$ cat config.mk
export PLATFORM = sky130hd
export DESIGN_NAME = dna_reader
export DESIGN_NICKNAME = d
export VERILOG_FILES = /design/src/rtl/dna_reader.sv
export SDC_FILE = /design/constraint.sdc
export NUM_CORES = 1
export LEC_CHECK = 0
export ABC_AREA = 0
export CORE_MARGIN = 5
export CORE_UTILIZATION = 55
export CTS_CLUSTER_SIZE = 14
export DETAILED_ROUTE_END_ITERATION = 16
export PLACE_DENSITY = 0.8
export SLEW_MARGIN = 20
export SYNTH_ARGS = -nofsm -noshare
export SYNTH_HDL_FRONTEND = slang
export SYNTH_SLANG_ARGS = --single-unit
$ cat constraint.sdc
create_clock -name clk -period 5.78 [get_ports clk]
set_input_delay 0.578 -clock clk [delete_from_list [all_inputs] [get_ports clk]]
set_output_delay 0.578 -clock clk [all_outputs]
set_load 0.02 [all_outputs]
$ cat src/rtl/dna_reader.sv
// dna_reader: reads a device DNA identifier out of a DNA_PORT-style serial
// primitive and presents it as a parallel word. The primitive clock and the
// READ/SHIFT strobes are generated from the fabric clock. Bits are captured
// MSB first. The captured word can optionally be compared with a build-time
// constant.
//
// Ports:
//   clk        fabric clock
//   rst        asynchronous active-high reset
//   start      read request pulse (ignored while busy or finishing)
//   busy       read in progress
//   done       one-cycle pulse when dna_out becomes valid
//   dna_valid  dna_out holds a complete read
//   dna_out    captured identifier, MSB = first bit shifted out
//   match      dna_out == EXPECTED_DNA (only when CHECK_EN); valid with dna_valid
//   dna_clk    primitive CLK (registered)
//   dna_read   primitive READ
//   dna_shift  primitive SHIFT
//   dna_din    primitive DIN, tied low
//   dna_dout   primitive DOUT
module dna_reader #(
  parameter int unsigned          DNA_WIDTH    = 57,
  parameter int unsigned          CLK_DIV      = 2,
  parameter bit                   AUTO_START   = 1'b1,
  parameter bit                   CHECK_EN     = 1'b0,
  parameter logic [DNA_WIDTH-1:0] EXPECTED_DNA = '0
) (
  input  logic                 clk,
  input  logic                 rst,
  input  logic                 start,
  output logic                 busy,
  output logic                 done,
  output logic                 dna_valid,
  output logic [DNA_WIDTH-1:0] dna_out,
  output logic                 match,
  output logic                 dna_clk,
  output logic                 dna_read,
  output logic                 dna_shift,
  output logic                 dna_din,
  input  logic                 dna_dout
);

  localparam int unsigned DIV_W = (CLK_DIV > 1) ? $clog2(CLK_DIV) : 1;
  localparam int unsigned CNT_W = $clog2(DNA_WIDTH);
  localparam logic [DIV_W-1:0] DIV_LAST = DIV_W'(CLK_DIV - 1);
  localparam logic [CNT_W-1:0] CNT_LAST = CNT_W'(DNA_WIDTH - 1);

  typedef enum logic [1:0] {StIdle, StLoad, StShift, StFinish} state_t;

  state_t               state_q;
  logic [DIV_W-1:0]     div_q;
  logic [CNT_W-1:0]     cnt_q;
  logic [DNA_WIDTH-1:0] shift_q;
  logic                 first_q;  // high only on the first cycle after reset
  logic                 tick;

  assign dna_din = 1'b0;
  assign tick    = (div_q == DIV_LAST);

  always_ff @(posedge clk or posedge rst) begin
    if (rst) begin
      state_q   <= StIdle;
      div_q     <= '0;
      cnt_q     <= '0;
      shift_q   <= '0;
      first_q   <= 1'b1;
      busy      <= 1'b0;
      done      <= 1'b0;
      dna_valid <= 1'b0;
      dna_out   <= '0;
      match     <= 1'b0;
      dna_clk   <= 1'b0;
      dna_read  <= 1'b0;
      dna_shift <= 1'b0;
    end else begin
      first_q <= 1'b0;
      done    <= 1'b0;
      unique case (state_q)
        StIdle: begin
          div_q   <= '0;
          dna_clk <= 1'b0;
          if (start || (AUTO_START && first_q)) begin
            state_q   <= StLoad;
            dna_read  <= 1'b1;
            busy      <= 1'b1;
            dna_valid <= 1'b0;
            match     <= 1'b0;
            shift_q   <= '0;
            cnt_q     <= '0;
          end
        end
        StLoad: begin
          if (tick) begin
            div_q   <= '0;
            dna_clk <= ~dna_clk;
            // The first rise loads the primitive; switch to shifting on the
            // following fall so READ/SHIFT get a half-period of setup.
            if (dna_clk) begin
              dna_read  <= 1'b0;
              dna_shift <= 1'b1;
              state_q   <= StShift;
            end
          end else begin
            div_q <= div_q + DIV_W'(1);
          end
        end
        StShift: begin
          if (tick) begin
            div_q   <= '0;
            dna_clk <= ~dna_clk;
            // Sample DOUT on the edge that raises dna_clk; the primitive
            // presents the next bit only after that rise.
            if (!dna_clk) begin
              shift_q <= {shift_q[DNA_WIDTH-2:0], dna_dout};
              cnt_q   <= cnt_q + CNT_W'(1);
              if (cnt_q == CNT_LAST) begin
                state_q <= StFinish;
              end
            end
          end else begin
            div_q <= div_q + DIV_W'(1);
          end
        end
        StFinish: begin
          div_q     <= '0;
          dna_clk   <= 1'b0;
          dna_shift <= 1'b0;
          busy      <= 1'b0;
          dna_out   <= shift_q;
          dna_valid <= 1'b1;
          done      <= 1'b1;
          match     <= CHECK_EN && (shift_q == EXPECTED_DNA);
          state_q   <= StIdle;
        end
        default: state_q <= StIdle;
      endcase
    end
  end

endmodule

==> impl_results.md, run 1 <==
- All-Layer GR Usage: 0.179
- Number of buffers created by CTS: 17
- Place WS: 3020 ps
- Max IR drop VDD: 0.236 mV
- Final Power: 2.00 mW
- Initial core utilization: 0.564
- Slowest cell on the critical path: a211o_2
- Dominant cell type by area after synthesis: dfrtp_1
- Min cycle time layout: 2550 ps
- WL met3: 593 um
- Die height: 105 um
- Register area share after synthesis: 0.662
- Setup ws final: 3230 ps
- Levels on crit path: 6
- Core ar.: 8720 um^2
- Final Cycle Share: 0.440
- Layout cell share with drive strength beyond 1: 0.248
- Sum Neg Setup Slack: 0 ps
- CTS tree: yes
- Critical Path End Type: register
- Slew margin rel.: 0.317
- Routed vias: 2,949
- Cts repair resizes: 0
- Worst-Margin Slew: 1020 ps
- Antenna violations before repair: 0
- Status: finished, final reports clean
- RSZ-0062 raised after global routing: false
- Detail Route Antenna Nets: 0
- Bufs on Longest Clock Path: 2
- Final WL: 9280 um
- CP Cell Sequence: inv_1 > ha_1 > nor3b_2 > a211o_2 > o21ai_0 > o31ai_1
- Final setup viols: 0
- CP max stage delay: 870 ps
- Hold path start: dna_out[38]
- RR Startpoint: state_q[0]
- Hold WC Path Type: register to register
- Utilization after layout: 0.716
- Crit path max fanout: 61
- Dpl hpwl: 5410 um
- Dpl cell area: 5660 um^2
- Ranking of synthesized cells by area: dfrtp_1, mux2_2, a22o_1, ha_1, clkbuf_1
- Met1 Wirelength: 4180 um
- DR WL/cell: 17.8 um
- Met2 WL: 4390 um
- Placer Congestion: 0.748
- Arrival @ worst endpoint: 2950 ps
- DRC violations left: 0
- Reg2Reg Depth: 6
- H-tree level count: 4
- Vias in the first global route: 3,220
- Largest net degree at the start of global routing: 69
- Antenna diodes: 0
- Hold WS: 504 ps
- DP Cell Count: 488
- PwrDens: 320 nW/um^2
- Rows: 34
- Post-route insts no fill: 520
- Drt via density: 5.67
- Syn Inst Count: 331
- Maximum clock frequency: 0.393 GHz
- MaxCap Viol Count: 0
- WS Path Type: register to register
- Crit path max-delay family: compound AO/OA/AOI/OAI gates
- Area grow syn2layout: 27.1%
- Initial DRC Count: 110
- PortBufs: 66
- # hold bufs at CTS: 0
- CP startpoint: state_q[0]
- Warnings from Yosys: 0
- WP data required: 6190 ps
- Slew Limit Fails: 0
- Grt ovf: 0
- Leakage: 3.02 nW
- Distinct cells, synth: 34
- # IOs: 69
- Top layer in use: met4
- DR pass1 iterations: 4
- Fillers: 568
- Die ar.: 10,900 um^2
- Setup crit start kind: register
- Clk root buf: clkbuf_8
- Clock Skew: 6.61 ps
- Mapped Avg Cell Area: 14.9 um^2
- First-pass GRT wire length: 16,000 um
- Top-area cell type share of the netlist area: 0.657
- WHS Path Cells: 1
- Clk_lat worst skew: 510 ps
- Die X-Extent: 105 um
- Worst path bufs/invs: 1
- Setup repair bufs after CTS: 0
- Clk sinks: 130
- Netlist Area Pre-Place: 4920 um^2
- Total Nets Final: 409
- Final instance area: 6250 um^2
- Hold Fails Final Rpt: 0
- Synth Register Bits: 130
- Clock Pin Slew Worst Setup and Hold Paths: 60 ps
worst paths after layout:
| check | endpoint | slack [ps] |
|---|---|---|
| worst max-delay path | cnt_q[4] | 3230 |
| worst min register to register | dna_out[38] | 500 |
| min in group asynchronous | shift_q[31] | 590 |
| max in group asynchronous | shift_q[15] | 3920 |
| worst min-delay path | dna_out[38] | 500 |
| worst max register to register | cnt_q[4] | 3230 |
sequential cells by signal (all words and copies together), names as in the netlist:
name       cells
dna_valid      1
div_q          1
first_q        1
busy           1
done           1
dna_read       1
dna_shift      1
state_q        2
shift_q       57
dna_clk        1
cnt_q          6
dna_out       57
cells in the mapped netlist:
master	count
dfrtp_1	129
mux2_2	59
a22o_1	58
clkbuf_1	10
inv_1	8
nor2_1	7
ha_1	6
o21ai_0	6
a21oi_1	5
buf_1	5
buf_2	5
o31ai_1	4
nand2_1	3
a31oi_1	2
buf_4	2
nand2b_1	2
nand3_1	2
or4_1	2
a211o_2	1
a21boi_0	1
and2b_2	1
conb_1	1
dfstp_2	1
mux2i_1	1
nand4_1	1
nand4b_1	1
nor2_2	1
nor2b_1	1
nor3_1	1
nor3b_1	1
nor3b_2	1
nor4_1	1
o21ai_1	1
or4_4	1
power breakdown:
group | internal, mW | switching, mW
Combinational | 0.00573 | 0.0197
Sequential | 0.916 | 0.00404
Clock | 0.668 | 0.386
Total | 1.59 | 0.410
per-layer routing:
layer | global-route usage | vias up
li1 | - | 1345
met5 | 0 | -
met4 | 0.0611 | 0
met2 | 0.272 | 77
met3 | 0.0684 | 15
met1 | 0.237 | 1512
cells by family (layout without fill, tap and decap cells):
| logic type | count (synthesis) | count (layout) | share of synthesized area |
|---|---|---|---|
| buffers and inverters | 30 | 109 | 0.0257 |
| other | 1 | 3 | 0.000763 |
| AOI/OAI and AO/OA | 78 | 78 | 0.128 |
| DFF | 130 | 130 | 0.662 |
| and+or+nand+nor | 26 | 26 | 0.0313 |
| muxes | 60 | 60 | 0.137 |
| adders and majority gates | 6 | 6 | 0.0153 |
cell usage in the layout, fill, tap and decap left out, types with 2 or more instances in the layout:
cell type	count
dfrtp_1	129
clkdlybuf4s50_1	66
mux2_2	59
a22o_1	58
clkbuf_16	16
inv_1	7
nor2_1	7
o21ai_0	6
a21oi_1	5
ha_1	5
clkinv_4	5
o31ai_1	4
clkinv_2	4
nand2_1	3
conb_1	3
bufinv_16	3
buf_4	3
nand2b_1	2
or4_1	2
a31oi_1	2
nand3_1	2
clkbuf_8	2
cell type report:
cell class / count / area, um^2 / share of cell area
multi-input cells: 173 / 1550 / 0.248
flip-flops and latches: 130 / 3250 / 0.521
well taps: 108 / 135 / 0.0216
clock inverters: 13 / 161 / 0.0258
clock buffers: 19 / 432 / 0.0691
repair buffers: 69 / 683 / 0.109
inverters: 8 / 32.5 / 0.00521
(Power assumes the default switching activity.)
==> run 2: changes to the inputs <==
- CORE_UTILIZATION: 55 -> 54
- PLACE_DENSITY: 0.8 -> 0.79
- clock period: 5.78 -> 2.6 ns (I/O delays scaled with it)
==> run 2 against run 1 <==
  * Total power increased by 130%
  * Sequential share of layout area decreased by 0.76 points
  * First-iteration DRC count increased by 15%
  * Global-route usage increased by 0.59 points
  * Die area increased by 1.7%
  * Combinational power increased by 140%
  * Maximum frequency increased by 20%
  * Cell count increased by 0.77%
  * Worst hold slack got worse by 410 ps
  * Largest cell class unchanged
==> impl_results.md, run 2 (synthesized netlist as in run 1, its figures left out) <==
- DR pass1 iterations: 4
- Bufs on Longest Clock Path: 2
- Sw Share: 0.211
- CP Cell Sequence: inv_1 > ha_1 > nor3b_2 > a211o_2 > buf_12 > o21ai_0 > o31ai_1
- RSZ-0062 raised after global routing: false
- # hold bufs at CTS: 0
- PwrDens: 716 nW/um^2
- # IOs: 69
- Initial DRC Count: 127
- H-tree level count: 4
- Clock Skew: 13.7 ps
- Number of buffers created by CTS: 17
- CP max stage delay: 440 ps
- Slew margin rel.: 0.589
- Final setup viols: 0
- Most common cell after layout, fill and taps aside: dfrtp_1
- Crit path max-delay family: compound AO/OA/AOI/OAI gates
- Die height: 105 um
- Leakage: 3.06 nW
- Layout cell share with drive strength beyond 1: 0.257
- WP data required: 3010 ps
- Total Nets Final: 413
- DRC violations left: 0
- Hold WC Path Type: primary input to asynchronous set/reset pin
- NetSw: 958 uW
- Routed vias: 2,969
- Setup repair bufs after CTS: 0
- Critical Path End Type: register
- Clk root buf: clkbuf_8
- Initial core utilization: 0.558
- First-pass GRT wire length: 16,300 um
- Clk sinks: 130
- Logic pwr share: 0.013
- All-Layer GR Usage: 0.185
- Worst path bufs/invs: 2
- Final Cycle Share: 0.819
- Worst-Margin Slew: 616 ps
- Drt via density: 5.67
- MaxCap Viol Count: 0
- Commonest non-fill, non-tap cells in the layout: dfrtp_1, clkdlybuf4s50_1, mux2_2
- Slew Limit Fails: 0
- Setup crit start kind: register
- Detail Route Antenna Nets: 0
- Dpl cell area: 5720 um^2
- Slowest cell on the critical path: nor3b_2
- Internal power: 3.58 mW
- Crit path max fanout: 23
- Dpl hpwl: 5640 um
- Top Registers: dna_out: 57 flops, shift_q: 57 flops, cnt_q: 6 flops
- Clock Power Share: 0.536
- Placer Congestion: 0.802
- CTS tree: yes
- Final WL: 9420 um
- Clock Pin Slew Worst Setup and Hold Paths: 70 ps
- Status: finished, final reports clean
- Min cycle time layout: 2130 ps
- Reg power frac: 0.450
- Die ar.: 11,100 um^2
- Die X-Extent: 105 um
- Core ar.: 8810 um^2
- DR WL/cell: 18.0 um
- Area grow syn2layout: 29.0%
- Arrival @ worst endpoint: 2540 ps
- Clk_lat worst skew: 510 ps
- Antenna diodes: 0
- WS Path Type: register to register
- Fillers: 560
- PortBufs: 66
- Utilization after layout: 0.720
- Antenna violations before repair: 0
- Grt ovf: 0
- Max IR drop VDD: 0.556 mV
- Cts repair resizes: 0
- Sum Neg Setup Slack: 0 ps
- Maximum clock frequency: 0.470 GHz
- Rows: 34
- Vias in the first global route: 3,218
- Hold Fails Final Rpt: 0
- Largest net degree at the start of global routing: 76
- Final instance area: 6340 um^2
-- run 2: cell types whose count changed in the layout (fill, tap and decap cells not counted), sizes merged --
| cell | change |
|---|---|
| clkinv | -4 |
| buf | +4 |
| clkinvlp | +1 |
| inv | +3 |
-- run 2: power groups by stage --
stage	Sequential, mW	Combinational, mW	Clock [mW]
after floorplan	2.08	0.0441	0
after global placement	2.08	0.0616	0
after detailed placement	2.08	0.0629	0
after CTS	2.04	0.0630	2.48
after global routing	2.04	0.0712	2.56
final	2.04	0.0603	2.44
-- run 2: area by class of cell --
type	instances	area, um^2	share of cell area
multi-input cells	173	1550	0.244
flip-flops and latches	130	3250	0.513
inverters	8	33.8	0.00533
repair buffers	73	751	0.118
clock buffers	19	442	0.0697
clock inverters	13	175	0.0276
well taps	108	135	0.0213
-- run 2: worst paths after layout --
check / slack, ps / start / depth (start not counted) / endpoint
worst max-delay path: 470 / state_q[0] / 7 / cnt_q[4]
worst min-delay path: 90 / rst / 2 / dna_out[32]
worst max register to register: 470 / state_q[0] / 7 / cnt_q[4]
worst min register to register: 500 / dna_out[56] / 1 / dna_out[56]
max in group asynchronous: 1710 / rst / 3 / shift_q[53]
min in group clk: 390 / dna_dout / 2 / shift_q[0]
-- run 2: metal layers --
metal / up-vias / global-route usage / part of all wire
li1: 1359 / - / -
met1: 1531 / 0.244 / 0.46
met2: 70 / 0.288 / 0.48
met3: 9 / 0.0605 / 0.048
met4: 0 / 0.0675 / 0.0099
met5: - / 0 / 0
-- run 2: per-stage QoR --
stage	setup WS, ps	total power, mW	instances	hold WS (ps)
after floorplan	656	2.12	333	393
after global placement	610	2.14	492	489
after detailed placement	510	2.14	492	495
after CTS	497	4.59	524	76.7
after global routing	315	4.67	524	112
final	471	4.54	524	92.8
==> run 3: changes to the inputs <==
- CORE_UTILIZATION: 54 -> 49
- PLACE_DENSITY: 0.79 -> 0.76
- clock period: 2.6 -> 1.8 ns (I/O delays scaled with it)
==> run 3 against run 2 <==
  * The run now ends with setup timing left
  * Total power grew 42%
  * Clock skew shrank 6.1 ps
  * Worst setup slack lost 570 ps
  * Cell area grew 3.0%
  * Core utilization shrank 5.2 points
  * Clock-buffer cell count grew 3
  * Global-route usage shrank 0.86 points
  * Non-clock buffer count grew 11
  * Largest cell class unchanged
  * Largest power group unchanged
==> impl_results.md, run 3 (synthesized netlist as in run 1, its figures left out) <==
- Status: finished, violations left
- Failing checks: setup timing
- # hold bufs at CTS: 0
- Number of buffers created by CTS: 17
- Min cycle time layout: 1900 ps
- PwrDens: 989 nW/um^2
- Die X-Extent: 110 um
- Setup ws final: -99.1 ps
- CTS tree: yes
- Core ar.: 9770 um^2
- Rows: 36
- Grt ovf: 0
- Final WL: 9590 um
- Clock Skew: 7.66 ps
- Most common cell after layout, fill and taps aside: dfrtp_1
- Routed vias: 3,004
- Layout cell share with drive strength beyond 1: 0.296
- RR Startpoint: state_q[0]
- Hold WC Path Type: primary input to asynchronous set/reset pin
- Dpl hpwl: 5750 um
- Slew Limit Fails: 0
- Post-route insts no fill: 559
- CP startpoint: state_q[0]
- MaxCap Viol Count: 0
- Setup crit start kind: register
- Dpl cell area: 5880 um^2
- Clk_lat worst skew: 520 ps
- Initial core utilization: 0.503
- Arrival @ worst endpoint: 2300 ps
- Antenna diodes: 0
- Fillers: 695
- Vias in the first global route: 3,272
- Maximum clock frequency: 0.527 GHz
- Final Cycle Share: 1.06
- WS Path Type: register to register
- Max IR drop VDD: 0.880 mV
- Initial DRC Count: 105
- Bufs on Longest Clock Path: 2
- PortBufs: 66
- Critical Path End Type: register
- Clk root buf: clkbuf_8
- Placer Congestion: 0.889
- H-tree level count: 4
- First-pass GRT wire length: 16,300 um
- Final Power: 6.46 mW
- Clk sinks: 130
- Die height: 110 um
- Final setup viols: 3
- DR pass1 iterations: 4
- Drt via density: 5.37
- Place WS: -49.9 ps
- WP data required: 2200 ps
- All-Layer GR Usage: 0.176
- Hold Fails Final Rpt: 0
- # IOs: 69
- Final instance area: 6530 um^2
- Total Nets Final: 424
- Area grow syn2layout: 32.9%
- Sum Neg Setup Slack: -174 ps
- Commonest non-fill, non-tap cells in the layout: dfrtp_1, clkdlybuf4s50_1, mux2_2
- Die ar.: 12,100 um^2
- Clock Pin Slew Worst Setup and Hold Paths: 60 ps
- Antenna violations before repair: 0
- RSZ-0062 raised after global routing: true
- DP Cell Count: 524
- Top Registers: dna_out: 57 flops, shift_q: 57 flops, cnt_q: 6 flops
- Crit path max fanout: 3
- Leakage: 3.15 nW
- DRC violations left: 0
- Detail Route Antenna Nets: 0
- DR WL/cell: 17.2 um
- Largest net degree at the start of global routing: 96
## run 3: critical path: stages (launching register included)
cell	delay (ps)
dfrtp_1	400
buf_4	140
buf_4	130
ha_1	220
nand4b_1	190
nor4_2	290
o21ai_2	130
mux2_2	280
## run 3: metrics by stage
step | hold slack [ps] | util
2_1_floorplan | 313 | -
3_3_place_gp | 490 | 0.601
3_5_place_dp | 493 | 0.601
4_1_cts | 171 | 0.664
5_1_grt | 210 | 0.668
6_report | 166 | 0.668
## run 3: area by class of cell
type | instances | area (um^2) | area share
flip-flops and latches | 130 | 3250 | 0.498
multi-input cells | 173 | 1610 | 0.247
repair buffers | 84 | 873 | 0.134
clock buffers | 22 | 463 | 0.0709
well taps | 133 | 166 | 0.0255
clock inverters | 9 | 130 | 0.0199
inverters | 8 | 33.8 | 0.00517
## run 3: report_power, final
part / total, mW / switching (mW) / leakage (nW) / internal [mW]
clock network: 3.42 / 1.21 / 0.291 / 2.21
registers: 2.95 / 0.0132 / 1.75 / 2.94
logic: 0.0876 / 0.0645 / 1.11 / 0.0231
total: 6.46 / 1.29 / 3.15 / 5.17
## run 3: worst paths after layout
path                                    end  slack (ps)  cells past startpoint
worst max-delay path             state_q[1]        -100                      7
worst min-delay path            shift_q[25]         170                      3
worst max register to register   state_q[1]        -100                      7
worst min register to register   dna_out[5]         500                      1
max in group asynchronous           first_q        1260                      3
min in group clk                 shift_q[0]         300                      2
## run 3: metal layers
layer  vias to the layer above  part of all wire  global-route usage
met3                        13             0.050              0.0623
met4                         0             0.016              0.0660
met2                        62              0.49               0.274
met1                      1551              0.45               0.229
li1                       1378                 -                   -
met5                         -                 0                   0
## run 3: what timing repair did
item                       in CTS  in global routing
setup endpoints to repair       2                 25
pin swaps                       2                  1
resized for setup               1                  8
buffers inserted                3                  1
